--- src/rtl/multimode_ring_counter_pkg.sv ---
// Shared encodings for the multimode ring counter.
// Mode and direction codes plus prescaler width helper.
package multimode_ring_counter_pkg;

   typedef enum logic [1:0] {
      MODE_RING    = 2'b00,
      MODE_JOHNSON = 2'b01,
      MODE_BOUNCE  = 2'b10,
      MODE_HOLD    = 2'b11
   } mode_t;

   localparam logic DIR_RIGHT = 1'b0;
   localparam logic DIR_LEFT  = 1'b1;

   function automatic int cnt_width(input int prescale);
      return (prescale > 1) ? $clog2(prescale) : 1;
   endfunction

endpackage

--- src/rtl/multimode_ring_counter_div.sv ---
// Prescaler producing a single-cycle step strobe.
// Counter restarts from zero on clr or sync_zero.
import multimode_ring_counter_pkg::*;

module clk_enable_div #(
   parameter int PRESCALE = 67108864
) (
   input  logic clk,
   input  logic clr,
   input  logic en,
   input  logic sync_zero,
   output logic tick
);

   localparam int CW = cnt_width(PRESCALE);
   localparam logic [CW-1:0] LAST = CW'(PRESCALE - 1);

   logic [CW-1:0] cnt;

   // a restart in the step cycle swallows that step
   assign tick = en && (cnt == LAST) && !clr && !sync_zero;

   always_ff @(posedge clk) begin
      if (clr || sync_zero) begin
         cnt <= '0;
      end else if (en) begin
         cnt <= (cnt == LAST) ? '0 : cnt + CW'(1);
      end
   end

endmodule

--- src/rtl/multimode_ring_counter.sv ---
// Ring / Johnson / bounce / hold pattern counter with
// parallel load and one-hot self-correction.
import multimode_ring_counter_pkg::*;

module multimode_ring_counter #(
   parameter int                WIDTH    = 4,
   parameter int                PRESCALE = 67108864,
   parameter logic [WIDTH-1:0]  INIT     = {1'b1, {(WIDTH-1){1'b0}}}
) (
   input  logic             clk,
   input  logic             clr,
   input  logic             en,
   input  logic [1:0]       mode,
   input  logic             dir,
   input  logic             load,
   input  logic [WIDTH-1:0] load_val,
   output logic [WIDTH-1:0] q,
   output logic             tick,
   output logic             wrap,
   output logic             err
);

   logic             step;
   logic             bdir;
   logic             legal;
   logic             moved;
   logic [WIDTH-1:0] nq;
   logic             nbdir;
   logic             nwrap;
   logic             nerr;

   clk_enable_div #(
      .PRESCALE (PRESCALE)
   ) u_div (
      .clk       (clk),
      .clr       (clr),
      .en        (en),
      .sync_zero (load),
      .tick      (step)
   );

   assign legal = (q != '0) && ((q & (q - WIDTH'(1))) == '0);

   always_comb begin
      nq    = q;
      nbdir = bdir;
      nerr  = 1'b0;
      moved = 1'b0;
      unique case (mode_t'(mode))
         MODE_RING: begin
            if (!legal) begin
               nq   = INIT;
               nerr = 1'b1;
            end else begin
               moved = 1'b1;
               if (dir == DIR_LEFT) nq = {q[WIDTH-2:0], q[WIDTH-1]};
               else                 nq = {q[0], q[WIDTH-1:1]};
            end
         end
         MODE_JOHNSON: begin
            moved = 1'b1;
            if (dir == DIR_LEFT) nq = {q[WIDTH-2:0], ~q[WIDTH-1]};
            else                 nq = {~q[0], q[WIDTH-1:1]};
         end
         MODE_BOUNCE: begin
            if (!legal) begin
               nq   = INIT;
               nerr = 1'b1;
            end else begin
               moved = 1'b1;
               // reaching an end bit reverses and steps back in one go
               if (bdir == DIR_RIGHT) begin
                  if (q[0]) begin
                     nbdir = DIR_LEFT;
                     nq    = q << 1;
                  end else begin
                     nq = q >> 1;
                  end
               end else begin
                  if (q[WIDTH-1]) begin
                     nbdir = DIR_RIGHT;
                     nq    = q >> 1;
                  end else begin
                     nq = q << 1;
                  end
               end
            end
         end
         MODE_HOLD: begin
            nq = q;
         end
      endcase
      nwrap = moved && (nq == INIT);
   end

   always_ff @(posedge clk) begin
      if (clr) begin
         q    <= INIT;
         bdir <= dir;
         tick <= 1'b0;
         wrap <= 1'b0;
         err  <= 1'b0;
      end else if (load) begin
         q    <= load_val;
         bdir <= dir;
         tick <= 1'b0;
         wrap <= 1'b0;
         err  <= 1'b0;
      end else begin
         tick <= step;
         wrap <= step && nwrap;
         err  <= step && nerr;
         if (step) begin
            q    <= nq;
            bdir <= nbdir;
         end
      end
   end

endmodule
--- config.mk ---
export PLATFORM = sky130hd
export DESIGN_NAME = multimode_ring_counter
export DESIGN_NICKNAME = d
export VERILOG_FILES = /design/src/rtl/multimode_ring_counter_pkg.sv /design/src/rtl/multimode_ring_counter_div.sv /design/src/rtl/multimode_ring_counter.sv
export SDC_FILE = /design/constraint.sdc
export NUM_CORES = 1
export LEC_CHECK = 0
export BUFFER_PORTS_ARGS = -buffer_cell sky130_fd_sc_hd__buf_2
export CAP_MARGIN = 30
export CORE_MARGIN = 2
export CORE_UTILIZATION = 40
export DETAILED_ROUTE_END_ITERATION = 6
export HOLD_SLACK_MARGIN = 0.12
export SLEW_MARGIN = 10
export SYNTH_ARGS = -nofsm -noshare
export SYNTH_HDL_FRONTEND = slang
export SYNTH_SLANG_ARGS = --single-unit
--- constraint.sdc ---
create_clock -name clk -period 2.2 [get_ports clk]
set_input_delay 0 -clock clk [delete_from_list [all_inputs] [get_ports clk]]
set_output_delay 0 -clock clk [all_outputs]
set_load 0.005 [all_outputs]
Yosys cells after proc, flatten, opt, wreduce, memory -nomap -nowiden
Cells that the tools add are included.
- register bits: 34
- input port bits: 11
- output and inout bits: 7
- logic and storage cells: 59
- add/sub/neg operators: 2
- equality and inequality tests: 5
- multiplexer cells: 23
- bitwise gates (word level): 3
- reductions and logical operators: 20
- operators with widths (cell ; count):
    $mux 4 ; 9
    $add 26x1->26 const B ; 1
    $eq 26x26->1 const B ; 1
    $mux 26 ; 1
    $pmux 4 s4 ; 1
    $mux 1 ; 11
    $reduce_bool 3->1 ; 3
    $logic_and 1x1->1 ; 7
    $and 4x4->4 ; 1
    $eq 2x2->1 const B ; 2
    $eq 4x4->1 const B ; 1
    $logic_not 4->1 ; 1
    $reduce_bool 4->1 ; 1
    $reduce_or 2->1 ; 2
    $sub 4x1->4 const B ; 1
    $reduce_and 3->1 ; 1
    $eq 2x1->1 const B ; 1
    $logic_not 1->1 ; 2
    $logic_not 2->1 ; 1
    $not 1->1 ; 2
    $pmux 1 s2 ; 1
    $reduce_bool 2->1 ; 1
    $logic_or 1x1->1 ; 1

Logic depth before layout (Yosys ltp)
Gate-level depths: netlist of run 1.
- word-level depth: 9
- depth in mapped cells: 8
- gate-level depth less buffers: 6

Modules after synthesis
Synthesis of run 1 repeated with hierarchy kept, for this count alone.
- cell total of the unflattened synthesis: 237
- area, all modules: 1995.7 um^2
- modules (own cells, without submodules) (module ; times used ; cells an instance ; area an instance (um^2)):
    clk_enable_div ; 1 ; 147 ; 1285.0
    multimode_ring_counter ; 1 ; 90 ; 710.7

Least setup slack after synthesis of run 1
OpenSTA, ideal clock, no wires.
- path kind: flip-flop to flip-flop
- start point: reg u_div.cnt[14]
- end point: reg bdir (enable)
- library setup time: 0.302 ns
- data arrival time: 1.571 ns
- required time: 1.898 ns
- slack: 0.327 ns
- cell stages (with the launch flop): 7
- buffers on the path: 2
- period minus slack after synthesis: 1.873 ns
- cells stage by stage: dfxtp_1 -> and4_1 -> buf_4 -> nand4_4 -> or4_1 -> buf_4 -> o21ai_1
- longest elaborated chain between the ends: 6
- ends and longest elaborated chain (what ; line ; source):
    from (decl) ; multimode_ring_counter_div.sv:18 ; logic [CW-1:0] cnt;
    from (signal assigned) ; multimode_ring_counter_div.sv:27 ; cnt <= (cnt == LAST) ? '0 : cnt + CW'(1);
    $eq 26x26->1 ; multimode_ring_counter_div.sv:21 ; assign tick = en && (cnt == LAST) && !clr && !sync_zero;
    $logic_and 1x1->1 (3 in a row) ; multimode_ring_counter_div.sv:21 ;
    $reduce_bool 3->1 (no line) ; -- ;
    $reduce_and 3->1 (no line) ; -- ;
    to (signal assigned) ; multimode_ring_counter.sv:99 ; bdir <= dir;
    to (signal assigned) ; multimode_ring_counter.sv:105 ; bdir <= dir;
    to (signal assigned) ; multimode_ring_counter.sv:115 ; bdir <= nbdir;
    to (decl) ; multimode_ring_counter.sv:24 ; logic bdir;
Every way passes these cells.
A chain may end at the register's enable or synchronous reset.

Worst setup path in the final report of run 1
- start point: reg u_div.cnt[5]
- end point: reg q[1]
- longest elaborated chain between the ends: 5
- ends and longest elaborated chain (what ; line ; source):
    $eq 26x26->1 ; multimode_ring_counter_div.sv:21 ;
    $logic_and 1x1->1 (3 in a row) ; multimode_ring_counter_div.sv:21 ;
    $reduce_bool 2->1 (no line) ; -- ;
    to (signal assigned) ; multimode_ring_counter.sv:104 ; q <= load_val;
    to (signal assigned) ; multimode_ring_counter.sv:114 ; q <= nq;
    to (decl) ; multimode_ring_counter.sv:17 ; output logic [WIDTH-1:0] q,
Every way passes these cells.

==> results of run 1 <==
[worst max path at each step]
stage / cells past startpoint / endpoint / from
final: 8 / q[1]$_SDFFE_PP0P_ / u_div.cnt[5]$_SDFFE_PP0P_
after global routing: 8 / q[1]$_SDFFE_PP0P_ / u_div.cnt[0]$_SDFFE_PP0P_
after CTS: 7 / q[1]$_SDFFE_PP0P_ / u_div.cnt[18]$_SDFFE_PP0P_
after detailed placement: 5 / wrap$_SDFF_PP0_ / u_div.cnt[18]$_SDFFE_PP0P_
after global placement: 5 / wrap$_SDFF_PP0_ / u_div.cnt[9]$_SDFFE_PP0P_
after floorplan: 6 / bdir$_DFFE_PP_ / u_div.cnt[14]$_SDFFE_PP0P_
[worst register-to-register path: cells and delay by family (launching register included)]
kind                   cells  cell delay, ps
AO/OA/AOI/OAI              1              80
buffers and inverters      3             900
flip-flops                 1             370
multiplexers               1             180
AND/OR/NAND/NOR            3             460
[metrics by stage]
step                      total power [µW]  worst slack, ps  std cells  area, µm²
final                                 1190             93.6        310       2260
after global routing                  1250             4.80        310       2260
after CTS                             1210             22.7        310       2230
after detailed placement               771              194        293       2060
after global placement                 770              218        293       2060
after floorplan                        737              327        228       1910
[registers in the layout (all words and copies together) (netlist names)]
signal / count
bdir: 1
err: 1
q: 4
tick: 1
u_div.cnt: 26
wrap: 1
[Yosys cell counts, types with 3 or more instances]
cell,instances
dfxtp_1,33
nor2_1,33
xor2_1,18
nand2_1,14
nand3_1,14
clkbuf_1,11
nand4_1,9
and3_1,8
xnor2_1,7
a21oi_1,6
nand2b_1,6
nor3_1,6
and4_1,5
inv_1,5
mux2i_1,4
nor2b_1,4
buf_4,3
o21ai_0,3
[routing by layer]
metal | track usage | vias to the layer above | share of wire
li1 | - | 863 | -
met1 | 0.220 | 770 | 0.50
met2 | 0.279 | 24 | 0.46
met3 | 0.0373 | 8 | 0.028
met4 | 0.0823 | 0 | 0.020
met5 | 0 | - | 0
[cells by family (layout without fill, tap and decap cells)]
family                   count (synthesis)  count (layout)  synth area share
flip-flops                              34              34             0.362
AND/OR/NAND/NOR                        116             116             0.344
XOR/XNOR                                25              25             0.115
buffers and inverters                   19              47            0.0433
multiplexers                             6               6            0.0328
AO/OA/AOI/OAI                           27              27            0.0965
adder cells (fa/ha/maj)                  1               1           0.00656
[where the power goes]
group	leakage [µW]	switching, µW	internal, µW
registers	0.000283	19.2	627
clock network	0.0000383	200	217
logic	0.000537	65.6	62.4
total	0.000858	285	907
[timing repair]
| action | CTS | global route |
|---|---|---|
| hold buffers | 10 | 0 |
| setup endpoints to repair | 0 | 1 |
| hold endpoints to repair | 7 | 0 |
| resized for setup | 0 | 19 |
[cell type report]
class | instances | area, µm² | share of cell area
Sequential cell | 34 | 707 | 0.313
Inverter | 5 | 18.8 | 0.00831
Multi-Input combinational cell | 175 | 1140 | 0.507
Tap cell | 54 | 67.6 | 0.0299
Timing Repair Buffer | 35 | 245 | 0.109
Clock buffer | 7 | 76.3 | 0.0338
==> impl_results.md, run 1 <==
- Htree depth: 2
- Max-Cap Viols: 0
- WHS Path Cells: 3
- Initial DRC count: 85
- Hold_ws: 160 ps
- Worst-path clk slew: 60 ps
- Setup Skew: 2.67 ps
- Share of cells above drive strength 1: 0.223
- Pin count of the biggest net entering global routing: 18
- Initial antenna violation count: 0
- Synth unique cells: 46
- Crit Path Class: reg2reg
- Worst-margin pin slew: 534 ps
- Sequential fraction of the synthesis area: 0.362
- Fillers: 470
- Hold path start: mode[0]
- CP arrival: 2280 ps
- Placer Congestion: 0.793
- Slew margin rel.: 0.644
- Total grt overflow: 0
- Reg-to-Reg Start: u_div.cnt[5]$_SDFFE_PP0P_
- TritonRoute pass-1 iters: 4
- Synth Net Count: 240
- DR WL/cell: 13.3 µm
- Main area contributors after synthesis: dfxtp_1 (35%), xor2_1 (8.3%), nor2_1 (6.5%)
- Synth area leader: dfxtp_1
- Final-report max-slew violation count: 0
- Synthesis-stage register bit count: 34
- Post-synthesis async set-or-reset flop share: 0
- Drc violations: 0
- Worst Path Buf+Inv: 3
- Initial Util: 0.409
- CP dominant cell by count: buf_4
- Crit-path max cell delay: 550 ps
- Vias in the first global route: 1,650
- Critical Path Fanout Max: 5
- Chip width: 73.0 µm
- HPWL after detailed placement: 2.83 mm
- Outcome: completed
- Setup-failing EPs final: 0
- Period minus WS final: 2110 ps
- IO buf count: 17
- Setup Buffers After CTS: 0
- Slowest cell on crit path: dlygate4sd3_1
- Die footprint: 0.00534 mm²
- Global-route wire length before repair: 7.16 mm
- Top-area cell type share of the netlist area: 0.346
- Worst VDD drop: 344 µV
- Final hold violations: 0
- Fin nets: 268
- Vias per inst: 5.37
- Setup crit start kind: register
- DRT antenna net count: 0
- Worst Hold Endpoint: err$_SDFF_PP0_
- Inserted Diodes: 0
- Post-synth EDFFs: 1
- Clock Sinks: 34
- Worst skew pair latency: 280 ps
- Cell family with most CP delay: buffers and inverters
- Post-Syn Area: 0.00191 mm²
- Avg Cell Area, Syn: 8.36 µm²
- Core ar.: 0.00466 mm²
- Syn Inst Count: 228
- Worst Hold Class: in2reg
- TritonCTS clock tree: yes
- Commonest non-fill, non-tap cell in the layout: nor2_1
- Syn-to-layout area delta: 18.5%
- Vias: 1,665
- FP Rows: 25
- RSZ-0062 raised after global routing: no
- Number of CTS-inserted buffers: 5
- Worst path cell trace: and4_1, nand3_1, buf_4, nor4_2, buf_4, mux2i_1, a211oi_1, dlygate4sd3_1
- Worst EP required: 2370 ps
- GRT Overall Usage: 0.174
- Fmax: 475 MHz
- R2R Path End: q[1]$_SDFFE_PP0P_
- Die height: 73.0 µm
- Setup TNS: 0 ps
- Io pins: 18
- Warnings from Yosys: 0
- Crit. End Element: register
- FF-to-FF path depth: 8
- Leakage power: 0.000858 µW
- Clk buf depth: 2
- Total wire length: 4.11 mm
- R2r setup slk: 90 ps
- Post-synth top flop: dfxtp_1
- Final Util: 0.485
- Clock root buffer: clkbuf_8
- Final Cycle Share: 0.957
- PwrDens: 527 mW/mm²
- Commonest non-fill, non-tap cells in the layout: nor2_1 (33), dfxtp_1 (20), xor2_1 (18)
(Power assumes the default switching activity.)
==> run 2: changes to the inputs <==
--- a/config.mk
+++ b/config.mk
@@ -14,4 +14,5 @@
 export SLEW_MARGIN = 10
 export SYNTH_ARGS = -nofsm -noshare
 export SYNTH_HDL_FRONTEND = slang
+export SYNTH_HIERARCHICAL = 1
 export SYNTH_SLANG_ARGS = --single-unit
==> impl_results.md, run 2 <==
- Outcome: completed
- Cell family with most CP delay: simple AND/OR/NAND/NOR gates
- Vias: 1,834 (+10%)
- Most frequent cell after synthesis: dfxtp_1
- Worst VDD drop: 232 µV (-32%)
- Clock root buffer: clkbuf_8
- Synth area leader: dfxtp_1
- Post-synth top flop: dfxtp_1
- Crit. End Element: register
- Slew margin rel.: 0.640 (-0.00345)
- Die footprint: 0.00557 mm² (+4.4%)
- Period minus WS final: 1980 ps (-130 ps)
- PwrDens: 538 mW/mm² (+2.1%)
- Main area contributors after synthesis: dfxtp_1 (33%), nand2_1 (4.3%), nor2_1 (4.1%)
- Core ar.: 0.00475 mm² (+2.0%)
- Final-report max-slew violation count: 0 (unchanged)
- Final Cycle Share: 0.899 (-0.0589)
- Placer Congestion: 0.832 (+4.8%)
- Worst Hold Class: in2reg
- Vias per inst: 5.47 (+1.9%)
- Initial DRC count: 54 (-36%)
- Fin nets: 279 (+4.1%)
- Max FFs per register: 26 (unchanged)
- Final Util: 0.499 (+0.0144)
- Total grt overflow: 0 (unchanged)
- Reg with most FFs: u_div/cnt
- Total wire length: 4.52 mm (+10%)
- Crit Path Class: reg2reg
- Initial antenna violation count: 0 (unchanged)
- Die height: 74.6 µm (+2.2%)
- Top-area cell type share of the netlist area: 0.331 (-0.0154)
- CP arrival: 2160 ps (-120 ps)
- Syn-to-layout area delta: 18.9%
- Final Total Pwr: 1280 µW (+7.3%)
- Worst-path clk slew: 70 ps (about the same)
- Setup crit start kind: register
- Post-synthesis async set-or-reset flop share: 0 (unchanged)
- Vias in the first global route: 1,581 (-4.2%)
- RSZ-0062 raised after global routing: no
- Commonest non-fill, non-tap cells in the layout: dfxtp_1 (29), nand2_1 (23), nor2_1 (22)
- DR WL/cell: 13.5 µm (+1.8%)
- Chip width: 74.6 µm (+2.2%)
- Share of cells above drive strength 1: 0.239 (+0.0161)
- Hold_ws: 195 ps (+34.9 ps)
- Worst EP required: 2390 ps (+20 ps)
- DRT antenna net count: 0 (unchanged)
- Inserted Diodes: 0 (unchanged)
- Setup-failing EPs final: 0 (unchanged)
- Critical Path Fanout Max: 6 (+1)
- Slowest cell on crit path: or3_4
- Sequential fraction of the synthesis area: 0.346 (-0.0161)
- Synth Net Count: 249 (+3.8%)
- Slack of the critical path: 223 ps (+130 ps)
- FP Rows: 25 (unchanged)
- Setup Skew: 3.54 ps (+0.874 ps)
- Post-synth EDFFs: 1 (unchanged)
- Crit-path max cell delay: 420 ps (-130 ps)
- HPWL after detailed placement: 3.11 mm (+9.9%)
- Worst-margin pin slew: 535 ps (+0.716 ps)
- Synthesis-stage register bit count: 34 (unchanged)
- Clk buf depth: 2 (unchanged)
- Final hold violations: 0 (unchanged)
- Pre-CTS WS: 156 ps (-38.5 ps)
- TritonCTS clock tree: yes
- Drc violations: 0 (unchanged)
- Warnings from Yosys: 6 (+6)
- IO buf count: 17 (unchanged)
- Global-route wire length before repair: 7.53 mm (+5.1%)
- Pin count of the biggest net entering global routing: 19 (+1)
- GRT Overall Usage: 0.178 (+0.00468)
- Initial Util: 0.420 (+0.0106)
- Number of CTS-inserted buffers: 5 (unchanged)
- Synth top cells by count: dfxtp_1 (33), nand2_1 (23), nor2_1 (22), o21ai_0 (15), a21oi_1 (14)
- Post-Syn Area: 0.00200 mm² (+4.7%)
- Worst skew pair latency: 290 ps (about the same)
- Synth unique cells: 55 (+20%)
- Fmax: 506 MHz (+6.6%)
- Leakage power: 0.000811 µW (-5.4%)
- TritonRoute pass-1 iters: 4 (unchanged)
- Clock Sinks: 34 (unchanged)
- Syn Inst Count: 237 (+3.9%)
- Setup TNS: 0 ps (unchanged)
- Worst path cell trace: ha_4, nand4_4, or3_4, nor4_4, inv_1, nor3_2, nand3_1, a2111oi_2
- Htree depth: 2 (unchanged)
- Max-Cap Viols: 0 (unchanged)
- Commonest non-fill, non-tap cell in the layout: dfxtp_1
- Worst Path Buf+Inv: 1 (-2)
- Regs by FF count: u_div/cnt x26, q x4
- Avg Cell Area, Syn: 8.42 µm² (+0.68%)
- Io pins: 18 (unchanged)
-- run 2: changes by cell type after synthesis, sizes merged, moves of 8 or more --
cell / delta
a21oi: +8
xor2: -12
o21ai: +11
nor2: -11
o31ai: +10
nand2: +8
buf: +8
-- run 2: routing by layer --
metal	GRT usage	vias up	share of wire
met2	0.263	24	0.45
li1	-	937	-
met5	0	-	0
met1	0.249	868	0.51
met4	0.0754	0	0.016
met3	0.0442	5	0.023
-- run 2: report_power, final --
part | switching (µW) | internal, µW
registers | 18.6 | 626
logic | 74.5 | 64.1
clock network | 242 | 253
-- run 2: cell families (layout without fill, tap and decap cells) --
logic type               count (synthesis)  count (layout)  share of synthesized area
XOR/XNOR                                14              14                     0.0614
multiplexers                             2               2                     0.0107
AND/OR/NAND/NOR                        109             109                      0.314
flip-flops                              34              34                      0.346
buffers and inverters                   19              50                     0.0602
AO/OA/AOI/OAI                           58              58                      0.201
adder cells (fa/ha/maj)                  1               1                    0.00627
-- run 2: worst paths after layout --
path / from / endpoint / slack (ps) / cells after the start
worst max-delay path: u_div/cnt[0]$_SDFFE_PP0P_ / wrap$_SDFF_PP0_ / 220 / 8
worst min-delay path: mode[0] / q[0]$_SDFFE_PP0P_ / 200 / 3
worst max register to register: u_div/cnt[0]$_SDFFE_PP0P_ / wrap$_SDFF_PP0_ / 220 / 8
worst min register to register: u_div/cnt[21]$_SDFFE_PP0P_ / u_div/cnt[21]$_SDFFE_PP0P_ / 480 / 2
-- run 2: cell type report --
cell class                 instances  area [µm²]
sequential                        34         696
inverter                           4        17.5
fill                             476        2380
timing repair buffer              38         265
clock buffer                       6        82.6
multi-input combinational        184        1220
tap                               67        83.8
clock inverter                     2        11.3
-- run 2: through the flow --
stage / instance area, µm² / cells
final: 2370 / 335
after global routing: 2370 / 335
after CTS: 2350 / 332
after detailed placement: 2160 / 315
after global placement: 2160 / 315
after floorplan: 2030 / 237
-- run 2: timing repair --
item / CTS / global route
endpoints found under the hold margin: 5 / 0
buffers inserted: 0 / 3
setup endpoints to repair: 0 / 1
hold buffers: 9 / 0
resized for setup: 0 / 2
-- run 2: worst min-delay path, cell delays in order --
cell      delay (ps)
buf_2            200
a221oi_1         120
o22ai_1          110
==> run 3: changes to the inputs <==
==> constraint.sdc (replaced) <==
create_clock -name clk -period 1.7 [get_ports clk]
set_input_delay 0 -clock clk [delete_from_list [all_inputs] [get_ports clk]]
set_output_delay 0 -clock clk [all_outputs]
set_load 0.005 [all_outputs]
==> impl_results.md, run 3 (synthesis results as in run 2) <==
- Outcome: finished with violations
- Failing checks: setup timing
- Worst EP required: 1890 ps (-500 ps)
- Critical Path Fanout Max: 2 (-4)
- Htree depth: 2 (unchanged)
- Sw Pwr: 423 µW (+26%)
- Total wire length: 4.99 mm (+10%)
- Commonest non-fill, non-tap cells in the layout: buf_4 (52), dfxtp_1 (26), nor2_1 (22), nand2_1 (22), buf_2 (17)
- RSZ-0062 raised after global routing: yes
- Initial antenna violation count: 0 (unchanged)
- FP Rows: 25 (unchanged)
- Worst skew pair latency: 290 ps (about the same)
- Setup Skew: 10.2 ps (+6.64 ps)
- Setup crit start kind: register
- Area of the multi-input gates: 0.00128 mm² (+4.9%)
- Commonest non-fill, non-tap cell in the layout: buf_4
- Fmax: 547 MHz (+8.1%)
- Slew margin rel.: 0.723 (+0.0830)
- Worst VDD drop: 667 µV (+190%)
- Fillers: 471 (-1.1%)
- DR WL/cell: 13.2 µm (-2.1%)
- Global-route wire length before repair: 8.64 mm (+15%)
- PwrDens: 614 mW/mm² (+14%)
- Syn-to-layout area delta: 40.6%
- Slowest cell on crit path: or3_4
- Die footprint: 0.00557 mm² (unchanged)
- Vias: 2,017 (+10%)
- Flop pwr share: 0.481 (-0.023)
- Regs by FF count: u_div/cnt x26, q x4
- Max-Cap Viols: 0 (unchanged)
- Number of CTS-inserted buffers: 5 (unchanged)
- Share of cells above drive strength 1: 0.399 (+0.160)
- Clk buf depth: 2 (unchanged)
- Pre-CTS WS: -194 ps (-349 ps)
- DRT antenna net count: 0 (unchanged)
- Final-report max-slew violation count: 0 (unchanged)
- Crit. End Element: register
- HPWL after detailed placement: 3.52 mm (+13%)
- Final Total Pwr: 1720 µW (+35%)
- Core ar.: 0.00475 mm² (unchanged)
- Slack of the critical path: -129 ps (-353 ps)
- Vias in the first global route: 1,933 (+22%)
- TritonRoute pass-1 iters: 4 (unchanged)
- Clock power frac: 0.389 (+0.002)
- Period minus WS final: 1830 ps (-147 ps)
- Clock Sinks: 34 (unchanged)
- Worst-path clk slew: 70 ps (about the same)
- Max FFs per register: 26 (unchanged)
- Combinational Power Share: 0.130 (+0.022)
- Sw frac: 0.245 (-0.0168)
- Drc violations: 0 (unchanged)
- TritonCTS clock tree: yes
- IO buf count: 17 (unchanged)
- Vias per inst: 5.34 (-2.5%)
- Sequential standard cell area: 699 µm² (+0.54%)
- Setup-failing EPs final: 31 (+31)
- Reg with most FFs: u_div/cnt
- Total grt overflow: 0 (unchanged)
- Fin nets: 322 (+15%)
- Crit-path max cell delay: 410 ps (about the same)
- Worst-margin pin slew: 411 ps (-124 ps)
- Cell family with most CP delay: simple AND/OR/NAND/NOR gates
- GRT Overall Usage: 0.201 (+0.0230)
- CP arrival: 2020 ps (-140 ps)
- Internal: 1300 µW (+38%)
- Pin count of the biggest net entering global routing: 17 (-2)
- Leakage power: 0.00107 µW (+32%)
- Die height: 74.6 µm (unchanged)
- Placer Congestion: 0.864 (+3.8%)
- Clock root buffer: clkbuf_8
- Inserted Diodes: 0 (unchanged)
- Worst path cell trace: ha_4, nand4_4, or3_4, nor4_4, inv_2, nor3_4, nand3_1, a2111oi_2
- Worst Path Buf+Inv: 1 (unchanged)
- Io pins: 18 (unchanged)
- Final Cycle Share: 1.08 (+0.178)
- Initial DRC count: 108 (+100%)
- Worst Hold Class: in2reg
- Final hold violations: 0 (unchanged)
- Initial Util: 0.420 (unchanged)
- Chip width: 74.6 µm (unchanged)
- Crit Path Class: reg2reg
==> run 3: layout make-up <==
type,instances,share of cell area
Multi-Input combinational cell,184,0.455
Clock buffer,8,0.0361
Inverter,4,0.00624
Timing Repair Buffer,81,0.223
Sequential cell,34,0.249
Tap cell,67,0.0299
==> run 3: worst min-delay path, cell delays in order <==
cell and delay, ps:
buf_2 80, or2_2 250, a21oi_2 40
==> run 3: path summary, 6_finish.rpt <==
| check | from | to | slack [ps] | depth (start not counted) |
|---|---|---|---|---|
| worst min register to register | u_div/cnt[21]$_SDFFE_PP0P_ | u_div/cnt[21]$_SDFFE_PP0P_ | 480 | 2 |
| worst max register to register | u_div/cnt[1]$_SDFFE_PP0P_ | wrap$_SDFF_PP0_ | -130 | 8 |
| worst min-delay path | load | u_div/cnt[22]$_SDFFE_PP0P_ | 120 | 3 |
| worst max-delay path | u_div/cnt[1]$_SDFFE_PP0P_ | wrap$_SDFF_PP0_ | -130 | 8 |
==> run 3: power groups by stage <==
stage / clock (µW) / sequential [µW] / combinational [µW]
5_1_grt: 724 / 830 / 250
6_report: 670 / 829 / 225
3_3_place_gp: 0 / 847 / 200
4_1_cts: 688 / 829 / 213
2_1_floorplan: 0 / 841 / 137
3_5_place_dp: 0 / 847 / 199
==> run 3: what timing repair did <==
item	4_1_cts	5_1_grt
endpoints found under the setup margin	30	31
gates resized for setup	19	7
cloned	0	1
buffers inserted	6	4
hold endpoints to repair	5	0
pin swaps	9	2
hold buffers	5	0
==> run 3: routing by layer <==
| layer | share of wire | routed length, µm | track usage |
|---|---|---|---|
| met1 | 0.49 | 2440 | 0.268 |
| met3 | 0.024 | 119 | 0.0361 |
| met5 | 0 | 0 | 0 |
| met2 | 0.47 | 2350 | 0.328 |
| met4 | 0.017 | 85 | 0.0714 |
==> run 3: through the flow <==
stage	area (µm²)	utilization	setup TNS (ps)	hold slack, ps	instances
4_1_cts	2740	0.576	-1450	120	374
3_5_place_dp	2490	0.524	-2710	243	355
5_1_grt	2810	0.590	-3860	140	378
2_1_floorplan	2050	-	-2420	127	237
3_3_place_gp	2490	0.524	-1950	228	355
6_report	2810	0.590	-1850	123	378
